File: config.mk
export PLATFORM = sky130hd
export DESIGN_NAME = drive_use_monitor
export DESIGN_NICKNAME = d
export VERILOG_FILES = /design/src/rtl/dum_pkg.sv /design/src/rtl/dum_evt_fifo.sv /design/src/rtl/drive_use_monitor.sv
export SDC_FILE = /design/constraint.sdc
export NUM_CORES = 1
export LEC_CHECK = 0
export CORE_ASPECT_RATIO = 1.1
export CORE_UTILIZATION = 35
export CTS_CLUSTER_DIAMETER = 60
export DETAILED_ROUTE_END_ITERATION = 10
export PLACE_DENSITY_LB_ADDON = 0.2
export REMOVE_ABC_BUFFERS = 1
export SETUP_SLACK_MARGIN = 0.1
export SLEW_MARGIN = 20
export SYNTH_ARGS = -nofsm -noshare
export SYNTH_HDL_FRONTEND = slang
export SYNTH_SLANG_ARGS = --single-unit
File: constraint.sdc
create_clock -name clk -period 6.8 [get_ports clk]
set_input_delay 1.7 -clock clk [delete_from_list [all_inputs] [get_ports clk]]
set_output_delay 1.7 -clock clk [all_outputs]
set_load 0.01 [all_outputs]
File: src/rtl/dum_pkg.sv
// rtl/dum_pkg.sv - shared types for the drive/use monitor
//
// Purpose: event and sweep-state types shared by drive_use_monitor and its
// event FIFO, plus a small constructor for queue entries.
// Ports: none (package).

package dum_pkg;

  // Queue entries carry a fixed-width address field; the monitor zero-extends
  // its register index into it, so up to 256 registers are representable.
  localparam int MAX_ADDR_W = 8;

  typedef enum logic [1:0] {
    UNDRIVEN_READ = 2'd0,
    MULTI_DRIVEN  = 2'd1,
    UNUSED        = 2'd2
  } evt_type_e;

  typedef struct packed {
    evt_type_e              etype;
    logic [MAX_ADDR_W-1:0]  addr;
  } evt_t;

  typedef enum logic [1:0] {
    IDLE = 2'd0,
    SCAN = 2'd1,
    EMIT = 2'd2,
    DONE = 2'd3
  } sweep_state_e;

  function automatic evt_t make_evt(input evt_type_e t, input logic [MAX_ADDR_W-1:0] a);
    evt_t e;
    e.etype = t;
    e.addr  = a;
    return e;
  endfunction

endpackage

File: src/rtl/dum_evt_fifo.sv
// rtl/dum_evt_fifo.sv - event FIFO with a two-entry push port
//
// Purpose: holds monitor events in arrival order. Up to two entries can be
// pushed per cycle; lane 1 is only used when lane 0 is also used.
// Ports:
//   clk, rst_n     clock, asynchronous active-low reset
//   clear          synchronous flush (wins over push/pop)
//   push_valid[1:0], push_data[1:0]   push lanes, lane 0 enters first
//   pop            remove head entry (ignored when empty)
//   head_valid, head_data             oldest entry
//   space          free entries before this cycle's pop

module dum_evt_fifo
  import dum_pkg::*;
#(
  parameter int DEPTH = 4
) (
  input  logic                      clk,
  input  logic                      rst_n,
  input  logic                      clear,
  input  logic [1:0]                push_valid,
  input  evt_t [1:0]                push_data,
  input  logic                      pop,
  output logic                      head_valid,
  output evt_t                      head_data,
  output logic [$clog2(DEPTH):0]    space
);

  localparam int PW = $clog2(DEPTH);
  localparam int CW = PW + 1;

  evt_t           mem [DEPTH];
  logic [PW-1:0]  wr_ptr;
  logic [PW-1:0]  wr_ptr_1;
  logic [PW-1:0]  rd_ptr;
  logic [CW-1:0]  count;
  logic [1:0]     n_push;
  logic           pop_ok;

  assign wr_ptr_1   = wr_ptr + 1'b1;
  assign n_push     = {1'b0, push_valid[0]} + {1'b0, push_valid[1]};
  assign head_valid = (count != '0);
  assign pop_ok     = pop & head_valid;
  assign head_data  = mem[rd_ptr];
  assign space      = CW'(DEPTH) - count;

  always_ff @(posedge clk or negedge rst_n) begin
    if (!rst_n) begin
      wr_ptr <= '0;
      rd_ptr <= '0;
      count  <= '0;
    end else if (clear) begin
      wr_ptr <= '0;
      rd_ptr <= '0;
      count  <= '0;
    end else begin
      // Pointers wrap naturally because DEPTH is a power of two.
      wr_ptr <= wr_ptr + PW'(n_push);
      if (pop_ok) rd_ptr <= rd_ptr + 1'b1;
      count <= count + CW'(n_push) - CW'(pop_ok);
    end
  end

  // Storage carries no reset: entries are only observable through head_valid.
  always_ff @(posedge clk) begin
    if (!clear) begin
      if (push_valid[0]) mem[wr_ptr]   <= push_data[0];
      if (push_valid[1]) mem[wr_ptr_1] <= push_data[1];
    end
  end

endmodule

File: src/rtl/drive_use_monitor.sv
// rtl/drive_use_monitor.sv - runtime per-bit drive/use tracking monitor
//
// Purpose: shadow register bank recording, per bit, whether it was ever
// driven and ever used. Reports undriven reads and multi-source drives as
// they happen, and driven-but-unused registers on an on-demand sweep.
// Ports:
//   clk, rst_n                 clock, asynchronous active-low reset
//   clear                      synchronous clear of data, masks, queue, flags
//   wr_valid/addr/data/be[1:0] two write sources; source 0 wins overlaps
//   rd_req, rd_addr, rd_be     read request and bits consumed
//   rd_rsp_valid, rd_data, rd_undriven   response, one cycle after request
//   sweep_start/busy/done      unused-bit sweep control and status
//   evt_valid/ready/type/addr  event queue head, popped on valid & ready
//   evt_overflow               sticky: a read/write event was dropped

module drive_use_monitor
  import dum_pkg::*;
#(
  parameter int NUM_REGS  = 8,
  parameter int DATA_W    = 8,
  parameter int EVT_DEPTH = 4,
  localparam int AW       = $clog2(NUM_REGS)
) (
  input  logic                    clk,
  input  logic                    rst_n,
  input  logic                    clear,
  input  logic [1:0]              wr_valid,
  input  logic [1:0][AW-1:0]      wr_addr,
  input  logic [1:0][DATA_W-1:0]  wr_data,
  input  logic [1:0][DATA_W-1:0]  wr_be,
  input  logic                    rd_req,
  input  logic [AW-1:0]           rd_addr,
  input  logic [DATA_W-1:0]       rd_be,
  output logic                    rd_rsp_valid,
  output logic [DATA_W-1:0]       rd_data,
  output logic [DATA_W-1:0]       rd_undriven,
  input  logic                    sweep_start,
  output logic                    sweep_busy,
  output logic                    sweep_done,
  output logic                    evt_valid,
  input  logic                    evt_ready,
  output logic [1:0]              evt_type,
  output logic [AW-1:0]           evt_addr,
  output logic                    evt_overflow
);

  localparam int CW  = $clog2(EVT_DEPTH) + 1;
  localparam int CW1 = CW + 1;
  localparam logic [AW-1:0] LAST = AW'(NUM_REGS - 1);

  // Shadow state
  logic [DATA_W-1:0] data_q   [NUM_REGS];
  logic [DATA_W-1:0] drv_q    [NUM_REGS];
  logic [DATA_W-1:0] used_q   [NUM_REGS];
  logic [1:0]        seen_q   [NUM_REGS];
  logic [DATA_W-1:0] data_nxt [NUM_REGS];
  logic [DATA_W-1:0] drv_nxt  [NUM_REGS];
  logic [DATA_W-1:0] used_nxt [NUM_REGS];
  logic [1:0]        seen_nxt [NUM_REGS];
  logic [NUM_REGS-1:0] multi_hit;

  // Sweep state
  sweep_state_e      state;
  logic [AW-1:0]     ptr;
  logic [DATA_W-1:0] unused_bits;

  // Event path
  logic              evt_pop;
  logic [CW-1:0]     fifo_space;
  logic [CW1-1:0]    avail;
  logic [1:0]        lane_cap;
  logic [1:0]        n_lane;
  logic [2:0]        cand_v;
  evt_t              cand_d [3];
  logic [1:0]        push_v;
  evt_t [1:0]        push_d;
  logic              path_drop;
  logic              emit_ok;
  logic              head_valid;
  evt_t              head;
  logic              unused_head_addr;

  logic [DATA_W-1:0] rd_undriven_now;

  // Next-state of the shadow bank. Reads see the registered (pre-write) values.
  always_comb begin
    for (int a = 0; a < NUM_REGS; a++) begin
      data_nxt[a] = data_q[a];
      drv_nxt[a]  = drv_q[a];
      seen_nxt[a] = seen_q[a];
      used_nxt[a] = used_q[a];
      // Source 1 is applied first so source 0 overrides overlapping bits.
      for (int s = 1; s >= 0; s--) begin
        if (wr_valid[s] && (wr_addr[s] == AW'(a))) begin
          data_nxt[a]    = (data_nxt[a] & ~wr_be[s]) | (wr_data[s] & wr_be[s]);
          drv_nxt[a]     = drv_nxt[a] | wr_be[s];
          seen_nxt[a][s] = 1'b1;
        end
      end
      if (rd_req && (rd_addr == AW'(a))) used_nxt[a] = used_q[a] | rd_be;
      // Once both sources are seen the pair stays set, so this fires once per address.
      multi_hit[a] = (seen_nxt[a] == 2'b11) && (seen_q[a] != 2'b11);
    end
  end

  assign rd_undriven_now = rd_be & ~drv_q[rd_addr];

  // Candidate path events in enqueue order: MULTI_DRIVEN (by source), then UNDRIVEN_READ.
  assign cand_v[0] = wr_valid[0] && multi_hit[wr_addr[0]];
  assign cand_v[1] = wr_valid[1] && multi_hit[wr_addr[1]]
                     && !(wr_valid[0] && (wr_addr[0] == wr_addr[1]));
  assign cand_v[2] = rd_req && (rd_undriven_now != '0);
  assign cand_d[0] = make_evt(MULTI_DRIVEN,  MAX_ADDR_W'(wr_addr[0]));
  assign cand_d[1] = make_evt(MULTI_DRIVEN,  MAX_ADDR_W'(wr_addr[1]));
  assign cand_d[2] = make_evt(UNDRIVEN_READ, MAX_ADDR_W'(rd_addr));

  // A same-cycle pop frees a slot, so a full queue can still accept a push.
  assign evt_pop  = head_valid & evt_ready;
  assign avail    = {1'b0, fifo_space} + CW1'(evt_pop);
  assign lane_cap = (avail >= CW1'(2)) ? 2'd2 : avail[1:0];

  // Pack accepted events into the push lanes. Path events beyond the
  // capacity are dropped; the sweep only takes whatever slot is left.
  always_comb begin
    push_v    = '0;
    push_d    = '0;
    n_lane    = '0;
    path_drop = 1'b0;
    emit_ok   = 1'b0;
    for (int k = 0; k < 3; k++) begin
      if (cand_v[k]) begin
        if (n_lane < lane_cap) begin
          push_v[n_lane[0]] = 1'b1;
          push_d[n_lane[0]] = cand_d[k];
          n_lane            = n_lane + 2'd1;
        end else begin
          path_drop = 1'b1;
        end
      end
    end
    if ((state == EMIT) && (n_lane < lane_cap)) begin
      push_v[n_lane[0]] = 1'b1;
      push_d[n_lane[0]] = make_evt(UNUSED, MAX_ADDR_W'(ptr));
      emit_ok           = 1'b1;
    end
  end

  dum_evt_fifo #(
    .DEPTH (EVT_DEPTH)
  ) u_evt_fifo (
    .clk        (clk),
    .rst_n      (rst_n),
    .clear      (clear),
    .push_valid (push_v),
    .push_data  (push_d),
    .pop        (evt_pop),
    .head_valid (head_valid),
    .head_data  (head),
    .space      (fifo_space)
  );

  assign evt_valid = head_valid;
  assign evt_type  = head_valid ? head.etype : 2'd0;
  assign evt_addr  = head_valid ? head.addr[AW-1:0] : '0;
  assign unused_head_addr = ^head.addr;

  // Shadow bank, read response and overflow flag
  always_ff @(posedge clk or negedge rst_n) begin
    if (!rst_n) begin
      for (int a = 0; a < NUM_REGS; a++) begin
        data_q[a] <= '0;
        drv_q[a]  <= '0;
        used_q[a] <= '0;
        seen_q[a] <= '0;
      end
      rd_rsp_valid <= 1'b0;
      rd_data      <= '0;
      rd_undriven  <= '0;
      evt_overflow <= 1'b0;
    end else if (clear) begin
      for (int a = 0; a < NUM_REGS; a++) begin
        data_q[a] <= '0;
        drv_q[a]  <= '0;
        used_q[a] <= '0;
        seen_q[a] <= '0;
      end
      rd_rsp_valid <= 1'b0;
      rd_data      <= '0;
      rd_undriven  <= '0;
      evt_overflow <= 1'b0;
    end else begin
      for (int a = 0; a < NUM_REGS; a++) begin
        data_q[a] <= data_nxt[a];
        drv_q[a]  <= drv_nxt[a];
        used_q[a] <= used_nxt[a];
        seen_q[a] <= seen_nxt[a];
      end
      rd_rsp_valid <= rd_req;
      if (rd_req) begin
        rd_data     <= data_q[rd_addr] & drv_q[rd_addr];
        rd_undriven <= rd_undriven_now;
      end
      if (path_drop) evt_overflow <= 1'b1;
    end
  end

  // Unused-bit sweep
  assign unused_bits = drv_q[ptr] & ~used_q[ptr];

  always_ff @(posedge clk or negedge rst_n) begin
    if (!rst_n) begin
      state      <= IDLE;
      ptr        <= '0;
      sweep_busy <= 1'b0;
      sweep_done <= 1'b0;
    end else if (clear) begin
      state      <= IDLE;
      ptr        <= '0;
      sweep_busy <= 1'b0;
      sweep_done <= 1'b0;
    end else begin
      sweep_done <= 1'b0;
      case (state)
        IDLE: begin
          if (sweep_start) begin
            state      <= SCAN;
            ptr        <= '0;
            sweep_busy <= 1'b1;
          end
        end
        SCAN: begin
          if (unused_bits != '0) begin
            state <= EMIT;
          end else if (ptr == LAST) begin
            state      <= DONE;
            sweep_busy <= 1'b0;
            sweep_done <= 1'b1;
          end else begin
            ptr <= ptr + 1'b1;
          end
        end
        EMIT: begin
          // Stall here until the queue has room; UNUSED events are never dropped.
          if (emit_ok) begin
            if (ptr == LAST) begin
              state      <= DONE;
              sweep_busy <= 1'b0;
              sweep_done <= 1'b1;
            end else begin
              ptr   <= ptr + 1'b1;
              state <= SCAN;
            end
          end
        end
        DONE: begin
          state <= IDLE;
        end
        default: begin
          state <= IDLE;
        end
      endcase
    end
  end

endmodule

; After elaboration in Yosys (flattened, before gate mapping)
; Memory sizes are Yosys's and may differ from the RTL's.
; Cells that the tools add are included.
[word_totals]
n_memories = 1
romBits = 0
ram_bits = 40
latch_bits = 0
elab_cells = 413
reg_bits = 240
[op_classes]
eq_ne = 46
order_cmp = 15
muxes = 162
n_bitwise = 72
n_addsub = 11
n_shift = 0
n_reduce_logical = 63
n_mul = 0
div_mod_pow = 0
[mem_list]
columns = memory, depth, word_bits, rd, rd_ports_with_merged_regs, wr, line
row1 = u_evt_fifo.mem, 4, 10, 1, 0, 2, dum_evt_fifo.sv:32  ; evt_t mem [DEPTH];
[ops]
columns = operator, count
row1 = 8-bit 2-to-1 mux, 52
row2 = 8-bit bitwise OR, 40
row3 = 64-bit 2-to-1 mux, 3
row4 = 8-bit bitwise AND, 21
row5 = 20-bit 2-to-1 mux, 5
row6 = 8-bit binary-select mux with 3-bit select, 4
row7 = 20-bit bitwise mux, 3
row8 = 1-bit 2-to-1 mux, 50
row9 = 1-bit logical AND, 41
row10 = 2-bit 2-to-1 mux, 20
row11 = 3-bit equality test (second input constant), 13
row12 = 8-bit NOT, 4
row13 = 10-bit demux with 1-bit select, 3
row14 = 10-bit 2-to-1 mux, 3
row15 = 2-bit nonzero test, 11
row16 = 3-bit 2-to-1 mux, 7
row17 = 2-bit equality test (second input constant), 10
row18 = 3-bit by 2-bit equality test with 1-bit output (second input constant), 6
row19 = 9-bit 2-to-1 mux, 2
row20 = 16-bit 2-to-1 mux, 1
row21 = 2-bit != test (second input constant), 8
row22 = 8-bit nonzero test, 2
row23 = 3-bit by 1-bit equality test with 1-bit output (second input constant), 3
row24 = 3-bit zero test, 3
row25 = 35 further kinds, 54

; Logic depth before layout (Yosys ltp)
; Gate-level depths: netlist of the first run.
[logic_depth]
word_depth = 25
mapped_depth = 31

; Hierarchy
; Synthesis of the first run repeated with hierarchy kept, for this count alone.
[unflattened]
hier_cells = 1612
hier_area_um2 = 15054.4
[modules_own_cells]
columns = module, seq_area_each_um2, instances, area_per_inst_um2, cells_per_inst
row1 = drive_use_monitor, 5830.6, 1, 12589.6, 1458
row2 = dum_evt_fifo, 1376.3, 1, 2464.9, 154

; Worst setup path before layout of the first run
; Ideal clock, no wire load.
[synth_timing]
path_kind = input to register
from = input wr_addr[2] (netlist bit)
to = register u_evt_fifo.count[2]
path_slack_ps = 180
setup_ps = 132
n_path_buf = 1
t_required_ps = 6668
t_arrival_ps = 6488
stages = 26
cell_sequence = buf_2 > and4bb_2 > mux2i_1 > o311a_1 > a2111o_1 > nand2_1 > o21ai_0 > ha_1 > nand2_1 > inv_1 > ha_1 > nor2b_1 > o31ai_4 > inv_2 > a311o_1 > o31ai_1 > ha_1 > nand2b_1 > a21o_1 > o21ai_0 > ha_1 > inv_1 > ha_1 > fa_1 > xnor2_1 > nor2_1
[synth_between]
elab_chain_cells = 25
word_cells_on_any_way = 89
[synth_rtl]
columns = element, line
row1 = "start, declared", drive_use_monitor.sv:28  ; input logic [1:0][AW-1:0] wr_addr,
row2 = "3-bit by 1-bit equality test with 1-bit output, or another cell as far along", drive_use_monitor.sv:94  ; if (wr_valid[s] && (wr_addr[s] == AW'(a))) begin
row3 = 1-bit logical AND, drive_use_monitor.sv:94
row4 = 1-bit 2-to-1 mux, drive_use_monitor.sv:94
row5 = 2-bit equality test, drive_use_monitor.sv:102  ; multi_hit[a] = (seen_nxt[a] == 2'b11) && (seen_q[a] != 2'b11);
row6 = 1-bit logical AND, drive_use_monitor.sv:102
row7 = 1-bit binary-select mux with 3-bit select, drive_use_monitor.sv:109  ; assign cand_v[0] = wr_valid[0] && multi_hit[wr_addr[0]];
row8 = 1-bit 2-to-1 mux (not written as such), drive_use_monitor.sv:109
row9 = 1-bit logical AND, drive_use_monitor.sv:109
row10 = [... 9 more ...], n/a
row11 = 1-bit 2-to-1 mux (not written as such) / 2-bit 2-to-1 mux (equally long branches), "drive_use_monitor.sv:142, drive_use_monitor.sv:132"
row12 = 1-bit demux with 1-bit select / 2-bit 2-to-1 mux (equally long branches), "drive_use_monitor.sv:142, drive_use_monitor.sv:131"
row13 = 2-bit bitwise OR (no line), n/a
row14 = 2-bit 2-to-1 mux (*), drive_use_monitor.sv:141  ; if ((state == EMIT) && (n_lane < lane_cap)) begin
row15 = 1-bit by 1-bit adder with 2-bit output (*), dum_evt_fifo.sv:41  ; assign n_push = {1'b0, push_valid[0]} + {1'b0, push_valid[1]};
row16 = 3-bit by 2-bit adder with 3-bit output (*), dum_evt_fifo.sv:60  ; count <= count + CW'(n_push) - CW'(pop_ok);
row17 = 3-bit by 1-bit subtractor with 3-bit output (*), dum_evt_fifo.sv:60
row18 = 3-bit 2-to-1 mux (*), dum_evt_fifo.sv:52  ; end else if (clear) begin
row19 = "end signal, assigned", dum_evt_fifo.sv:60
row20 = "end, declared", dum_evt_fifo.sv:36  ; logic [CW-1:0] count;
; Every way passes the cells marked *; elsewhere a longest branch is shown, timed or not. The select of a mux whose other input is x is not followed.
; A chain may end at the register's enable or synchronous reset.

; Worst setup path after layout of the first run
[layout_timing]
from = input wr_valid[0]
to = register u_evt_fifo.count[2]
[layout_between]
elab_chain_cells = 24
word_cells_on_any_way = 80
[layout_rtl]
columns = element, line
row1 = "start, declared", drive_use_monitor.sv:27  ; input logic [1:0] wr_valid,
row2 = 1-bit logical AND, drive_use_monitor.sv:94
row3 = 1-bit 2-to-1 mux, drive_use_monitor.sv:94
row4 = 2-bit equality test, drive_use_monitor.sv:102
row5 = 1-bit logical AND, drive_use_monitor.sv:102
row6 = 1-bit binary-select mux with 3-bit select, drive_use_monitor.sv:109
row7 = 1-bit 2-to-1 mux (not written as such), drive_use_monitor.sv:109
row8 = 1-bit logical AND, drive_use_monitor.sv:109
row9 = 1-bit 2-to-1 mux, drive_use_monitor.sv:131  ; if (cand_v[k]) begin
row10 = [... 8 more ...], n/a
row11 = 1-bit 2-to-1 mux (not written as such) / 2-bit 2-to-1 mux (equally long branches), "drive_use_monitor.sv:142, drive_use_monitor.sv:132"
row12 = 1-bit demux with 1-bit select / 2-bit 2-to-1 mux (equally long branches), "drive_use_monitor.sv:142, drive_use_monitor.sv:131"
row13 = 2-bit bitwise OR (no line), n/a
row14 = 2-bit 2-to-1 mux (*), drive_use_monitor.sv:141
row15 = 1-bit by 1-bit adder with 2-bit output (*), dum_evt_fifo.sv:41
row16 = 3-bit by 2-bit adder with 3-bit output (*), dum_evt_fifo.sv:60
row17 = 3-bit by 1-bit subtractor with 3-bit output (*), dum_evt_fifo.sv:60
row18 = 3-bit 2-to-1 mux (*), dum_evt_fifo.sv:52
; Marked as above.

==> results of run 1 <==
[layer usage]
metal  vias up  wire length (um)  global-route usage, %  share of wire (%)
met4         0              1970                   9.84                3.9
met5         -                 0                      0                  0
met2       440             24100                   39.7                 48
li1       5699                 -                      -                  -
met1      6312             21200                   31.8                 42
met3       104              2890                   2.79                5.8
[per-stage QoR]
| stage | worst slack [ns] | utilization [%] |
|---|---|---|
| 3_3_place_gp | -0.00790 | 39.3 |
| 6_report | 0.564 | 41.9 |
| 4_1_cts | 0.575 | 41.9 |
| 3_5_place_dp | -0.0226 | 39.3 |
| 2_1_floorplan | -0.278 | - |
| 5_1_grt | 0.172 | 41.9 |
[synthesized netlist by cell type (all sizes together), types with 21 or more instances]
cell type  instances
clkbuf            95
dfrtp            240
o22ai             21
mux4              24
mux2i             46
a31oi             39
inv               87
nand2            243
buf               31
nand3             79
nor2             204
a311oi            66
a21oi            147
[cells by family after synthesis]
group | share of synthesized area (%)
flops | 46.2
fa+ha+maj | 1.96
buf+inv | 6.23
simple gates | 19.0
compound gates | 17.5
xor+xnor | 0.551
mux | 8.55
[report_power, final]
group	total, mW	internal (mW)	leakage, nW	switching, mW
logic	1.22	0.537	3.00	0.684
clock network	1.70	1.02	0.518	0.688
registers	1.76	1.67	3.49	0.0871
[registers in the layout, summed over array words and instances, names as in the netlist]
signal,count
data_q,64
drv_q,64
evt_overflow,1
ptr,3
rd_data,8
rd_rsp_valid,1
rd_undriven,8
seen_q,16
state,2
sweep_busy,1
sweep_done,1
u_evt_fifo.count,3
u_evt_fifo.mem,20
u_evt_fifo.rd_ptr,2
u_evt_fifo.wr_ptr,2
used_q,64
[worst max-delay path by stage]
stage | from | end | slack (ns) | cells past startpoint
after floorplan | wr_addr[0] | u_evt_fifo.count[2] | -0.28 | 24
after global placement | wr_addr[2] | u_evt_fifo.count[2] | -0.008 | 26
after detailed placement | wr_valid[0] | u_evt_fifo.count[2] | -0.02 | 26
after CTS | wr_valid[0] | u_evt_fifo.count[2] | 0.58 | 26
after global routing | wr_valid[1] | u_evt_fifo.count[2] | 0.17 | 26
final | wr_valid[0] | u_evt_fifo.count[2] | 0.56 | 26
[worst max-delay path, delay by kind of cell]
kind,cells,cell delay (ns)
compound gates,8,1.66
buf+inv,4,0.66
fa+ha+maj,6,1.52
xor+xnor,1,0.16
mux,1,0.09
simple gates,6,0.87
[area by class of cell]
type | instances | area [um^2] | area share [%]
clock buffers | 44 | 926 | 5.48
clock inverters | 11 | 116 | 0.689
inverters | 88 | 332 | 1.96
multi-input cells | 1093 | 6830 | 40.5
flip-flops and latches | 260 | 6610 | 39.1
well taps | 513 | 642 | 3.80
repair buffers | 163 | 1430 | 8.47
==> out/results.ini, run 1 <==
[critical_path]
regToRegEndpoint = u_evt_fifo.count[2]
crit_arrival_ns = 6.67
cp_slowest_cell = clkdlybuf4s50_1
cp_common_cell = ha_1
reg2reg_from = u_evt_fifo.count[0]
r2r_slack_ns = 1.50
path_max_fanout = 5
end_kind = flip-flop
worstPathRequired_ns = 7.24
r2r_cells = 30
cp-start-kind = primary input
crit_type = in -> reg
crit_path_max_incr_delay_ns = 0.49

[routing]
dr.pass1.iters = 7
antenna_left = 0
drt-initial-drc-count = 1188
vias = 12555
viasPerCell = 5.78
wirelength_mm = 50.1
wl_per_cell_um = 23.1
drc = 0

[cts]
clock-sinks = 260
cts_max_path_buffers = 3
ctsRootBufferMaster = clkbuf_16
cts_hold_buffers = 0
worstSkewPairLatency_ns = 0.58
cts_resized = 0
path_clk_slew_ns = 0.06
cts_tree = yes
cts_made_buffers = 31
htreeDepth = 1
cts_setup_buffers = 0

[timing]
drv_slew = 0
finalSetupTns_ns = 0
worstMarginPinSlew_ns = 1.14
setup_viol = 0
max_freq_ghz = 0.160
finalCritPeriodShare_pct = 91.7
relSlewSlack_pct = 24.0
post-route-min-period_ns = 6.24
final-hold-violation-count = 0
fin_hold_ws_ns = 0.493
rsz0062_at_grt = no
clock_skew_ns = 0.0123

[die]
coreArea_um2 = 40300
die-height_um = 214
placementRows = 77
die-area_um2 = 41700
die_w_um = 195
num_io_pins = 83
initial_core_util_pct = 35.5

[pwr]
irDropWorstVdd_mv = 0.199
leakage_nw = 7.01
total_power_mw = 4.68
powerDensity_nw_per_um2 = 277

[logic_synthesis]
syn_area_um2 = 14300
ys_types = 89
postSynthAreaPerCell_um2 = 9.12
synth-seq-cells = 260
ys_warn_count = 0
synth_top_area_share_pct = 42.0
yosysTopAreaCell = dfrtp_1
syn_inst = 1567
yosys-top-cells-area = dfrtp_1 42%, nand2_1 6.4%, nor2_1 5.3%, a21oi_1 5.1%, edfxtp_1 4.2%
synthArstFlopShare_pct = 92.3
synth_edf_count = 20
synth_ff_type = dfrtp_1
ys_seq_area_share_pct = 46.2

[layout]
fin_nets = 1715
layout_common_cells = 243 x nand2_1, 240 x dfrtp_1, 201 x nor2_1
mostFrequentLayoutCell = nand2_1
finalInstanceArea_um2 = 16900
insertedDiodeCount = 0
fill_cells = 3973
drive_above_1_share_pct = 12.8
syn_to_final_growth_pct = 18.1
fin_cells = 2172

[placement]
dp_cells = 2117
gp_congestion = 0.902
port_buffers = 82
dpl_cell_area_um2 = 15800
dpl.hpwl_mm = 33.8

[run_status]
status = finished clean

[hold_path]
whs_endpoint = used_q[7]
min_path_type = reg -> reg
hold_depth = 2
hold_start = used_q[7]

[grt]
grt_max_degree = 124
grt_pass1_wl_mm = 76.8
track_usage_pct = 24.0
grt-ovfl-total = 0
antenna_found_initial = 0
grt_pass1_vias = 12524

[job]
drv_cap = 0

No activity file was read; power rests on OpenSTA's default activity.
==> run 2, diff against run 1 <==
- REMOVE_ABC_BUFFERS: 1 -> not set
==> out/results.ini, run 2 (synthesis gave the netlist of run 1 again) <==
[placement]
pre_cts_slack_ns = -0.100  ; -0.0777 ns
gp_congestion = 0.892  ; -1.1%
port_buffers = 82  ; unchanged
dpl.hpwl_mm = 35.1  ; +3.9%
dp_cells = 2123  ; +0.28%

[layout]
mostFrequentLayoutCell = nand2_1
layout_common_cells = 243 x nand2_1, 240 x dfrtp_1, 201 x nor2_1
insertedDiodeCount = 0  ; unchanged
syn_to_final_growth_pct = 18.0  ; about the same
final_core_util_pct = 41.9  ; about the same
drive_above_1_share_pct = 12.9  ; +0.15 points
fin_cells = 2176  ; +0.18%
largestRegisters = data_q x64, drv_q x64, used_q x64
fin_nets = 1719  ; +0.23%

[cts]
ctsRootBufferMaster = clkbuf_16
worstSkewPairLatency_ns = 0.58  ; about the same
cts_max_path_buffers = 3  ; unchanged
clock-sinks = 260  ; unchanged
cts_hold_buffers = 0  ; unchanged
path_clk_slew_ns = 0.06  ; about the same
htreeDepth = 1  ; unchanged
cts_tree = yes
cts_made_buffers = 29  ; -6.5%

[logic_synthesis]
syn_nets = 1645

[timing]
fin_hold_ws_ns = 0.496  ; +0.00295 ns
clock_skew_ns = 0.0242  ; +0.0119 ns
drv_slew = 0  ; unchanged
rsz0062_at_grt = no
finalCritPeriodShare_pct = 92.2  ; +0.51 points
setup_viol = 0  ; unchanged
post-route-min-period_ns = 6.27  ; +0.0344 ns
relSlewSlack_pct = 34.2  ; +10 points
max_freq_ghz = 0.159  ; -0.55%
worstMarginPinSlew_ns = 0.986  ; -0.153 ns
final-hold-violation-count = 0  ; unchanged
finalSetupTns_ns = 0  ; unchanged
fin_ws_ns = 0.530  ; -0.0344 ns

[pwr]
switching_share_pct = 31.4  ; +0.26 points
powerDensity_nw_per_um2 = 274  ; -1.2%
power_switching_mw = 1.45  ; -0.41%
pwr-share-seq_pct = 38.0  ; +0.5 points
clkPwrFrac_pct = 35.1  ; -1.3 points
leakage_nw = 7.00  ; -0.23%
comb_power_share_pct = 26.9  ; +0.8 points
p_int_mw = 3.17  ; -1.6%
irDropWorstVdd_mv = 0.164  ; -18%

[grt]
antenna_found_initial = 1  ; +1
grt_pass1_vias = 12446  ; -0.62%
grt_max_degree = 142  ; +15%
track_usage_pct = 24.4  ; +0.43 points
grt-ovfl-total = 0  ; unchanged
grt_pass1_wl_mm = 77.9  ; +1.4%

[die]
die-height_um = 214  ; unchanged
num_io_pins = 83  ; unchanged
die-area_um2 = 41700  ; unchanged
coreArea_um2 = 40300  ; unchanged
placementRows = 77  ; unchanged
die_w_um = 195  ; unchanged
initial_core_util_pct = 35.5  ; unchanged

[critical_path]
cp-start-kind = primary input
path_max_fanout = 5  ; unchanged
end_kind = flip-flop
worstPathRequired_ns = 7.22  ; -0.02 ns
crit_type = in -> reg
crit_arrival_ns = 6.69  ; +0.02 ns

[hold_path]
min_path_type = reg -> reg

[routing]
dr.pass1.iters = 5  ; -2
antenna_left = 0  ; unchanged
wl_per_cell_um = 23.3  ; +0.98%
drt-initial-drc-count = 1282  ; +7.9%
viasPerCell = 5.80  ; +0.29%
vias = 12615  ; +0.48%
wirelength_mm = 50.7  ; +1.2%
drc = 0  ; unchanged

[run_status]
status = finished clean

[job]
drv_cap = 0  ; unchanged

==> run 2: changes by cell type in the layout (fill, tap and decap cells not counted), sizes merged <==
cell,delta
clkinvlp,+2
clkbuf,-6
clkdlybuf4s50,+1
buf,+6
bufinv,+1
clkinv,+2
inv,-2
==> run 2: power by group through the flow <==
stage,clock network [mW],logic (mW),registers [mW]
after floorplan,0,0.796,1.74
after global placement,0,1.23,1.78
after detailed placement,0,1.24,1.79
after CTS,1.66,1.25,1.76
after global routing,1.71,1.36,1.77
final,1.62,1.25,1.76
==> run 2: routing by layer <==
layer,track usage (%),wire (um)
met5,0,11
met4,9.60,2000
met3,3.59,3350
met2,40.3,24300
met1,32.1,21100
==> run 2: what timing repair did <==
action                                  in CTS  in global routing
endpoints found under the setup margin       0                  1
hold endpoints to repair                     0                  0
setup buffers                                0                  0
resized for setup                            0                  1
==> run 2: critical path, stage by stage <==
cell and delay (ns):
clkdlybuf4s50_1 0.42, and4bb_2 0.32, mux2i_1 0.09, o311a_1 0.30, a2111o_1 0.42, buf_4 0.16
a22o_1 0.20, clkinv_2 0.05, ha_1 0.12, nand2_1 0.07, inv_1 0.10, ha_1 0.16
nor2b_1 0.08, o31ai_4 0.09, nor2_1 0.07, a311o_1 0.34, o31ai_1 0.09, ha_1 0.20
nand2b_1 0.15, nor2_1 0.05, o211ai_1 0.15, o311ai_4 0.16, ha_1 0.33, ha_1 0.15
inv_1 0.05, fa_1 0.43, xnor2_1 0.17, nor2_1 0.05
==> run 2: path summary, 6_finish.rpt <==
| path | startpoint | end | slack (ns) | cells after the start |
|---|---|---|---|---|
| max | wr_addr[2] | u_evt_fifo.count[2] | 0.53 | 28 |
| min | used_q[7] | used_q[7] | 0.50 | 2 |
| max reg2reg | u_evt_fifo.count[0] | u_evt_fifo.count[2] | 1.42 | 31 |
| min reg2reg | used_q[7] | used_q[7] | 0.50 | 2 |
| max in group asynchronous | rst_n | used_q[5] | 4.38 | 2 |
| min in group asynchronous | rst_n | u_evt_fifo.rd_ptr[1] | 1.12 | 1 |
==> run 2: area by class of cell <==
cell class	instances	area (um^2)
Clock inverter	14	160
Inverter	88	332
Sequential cell	260	6610
Fill cell	3992	23400
Multi-Input combinational cell	1093	6840
Timing Repair Buffer	169	1490
Clock buffer	39	813
Tap cell	513	642
==> run 2: metrics by stage <==
stage          power, mW  cell area, um^2
2_1_floorplan       2.53            14300
3_5_place_dp        3.03            15900
3_3_place_gp        3.02            15900
4_1_cts             4.66            16900
5_1_grt             4.84            16900
6_report            4.63            16900
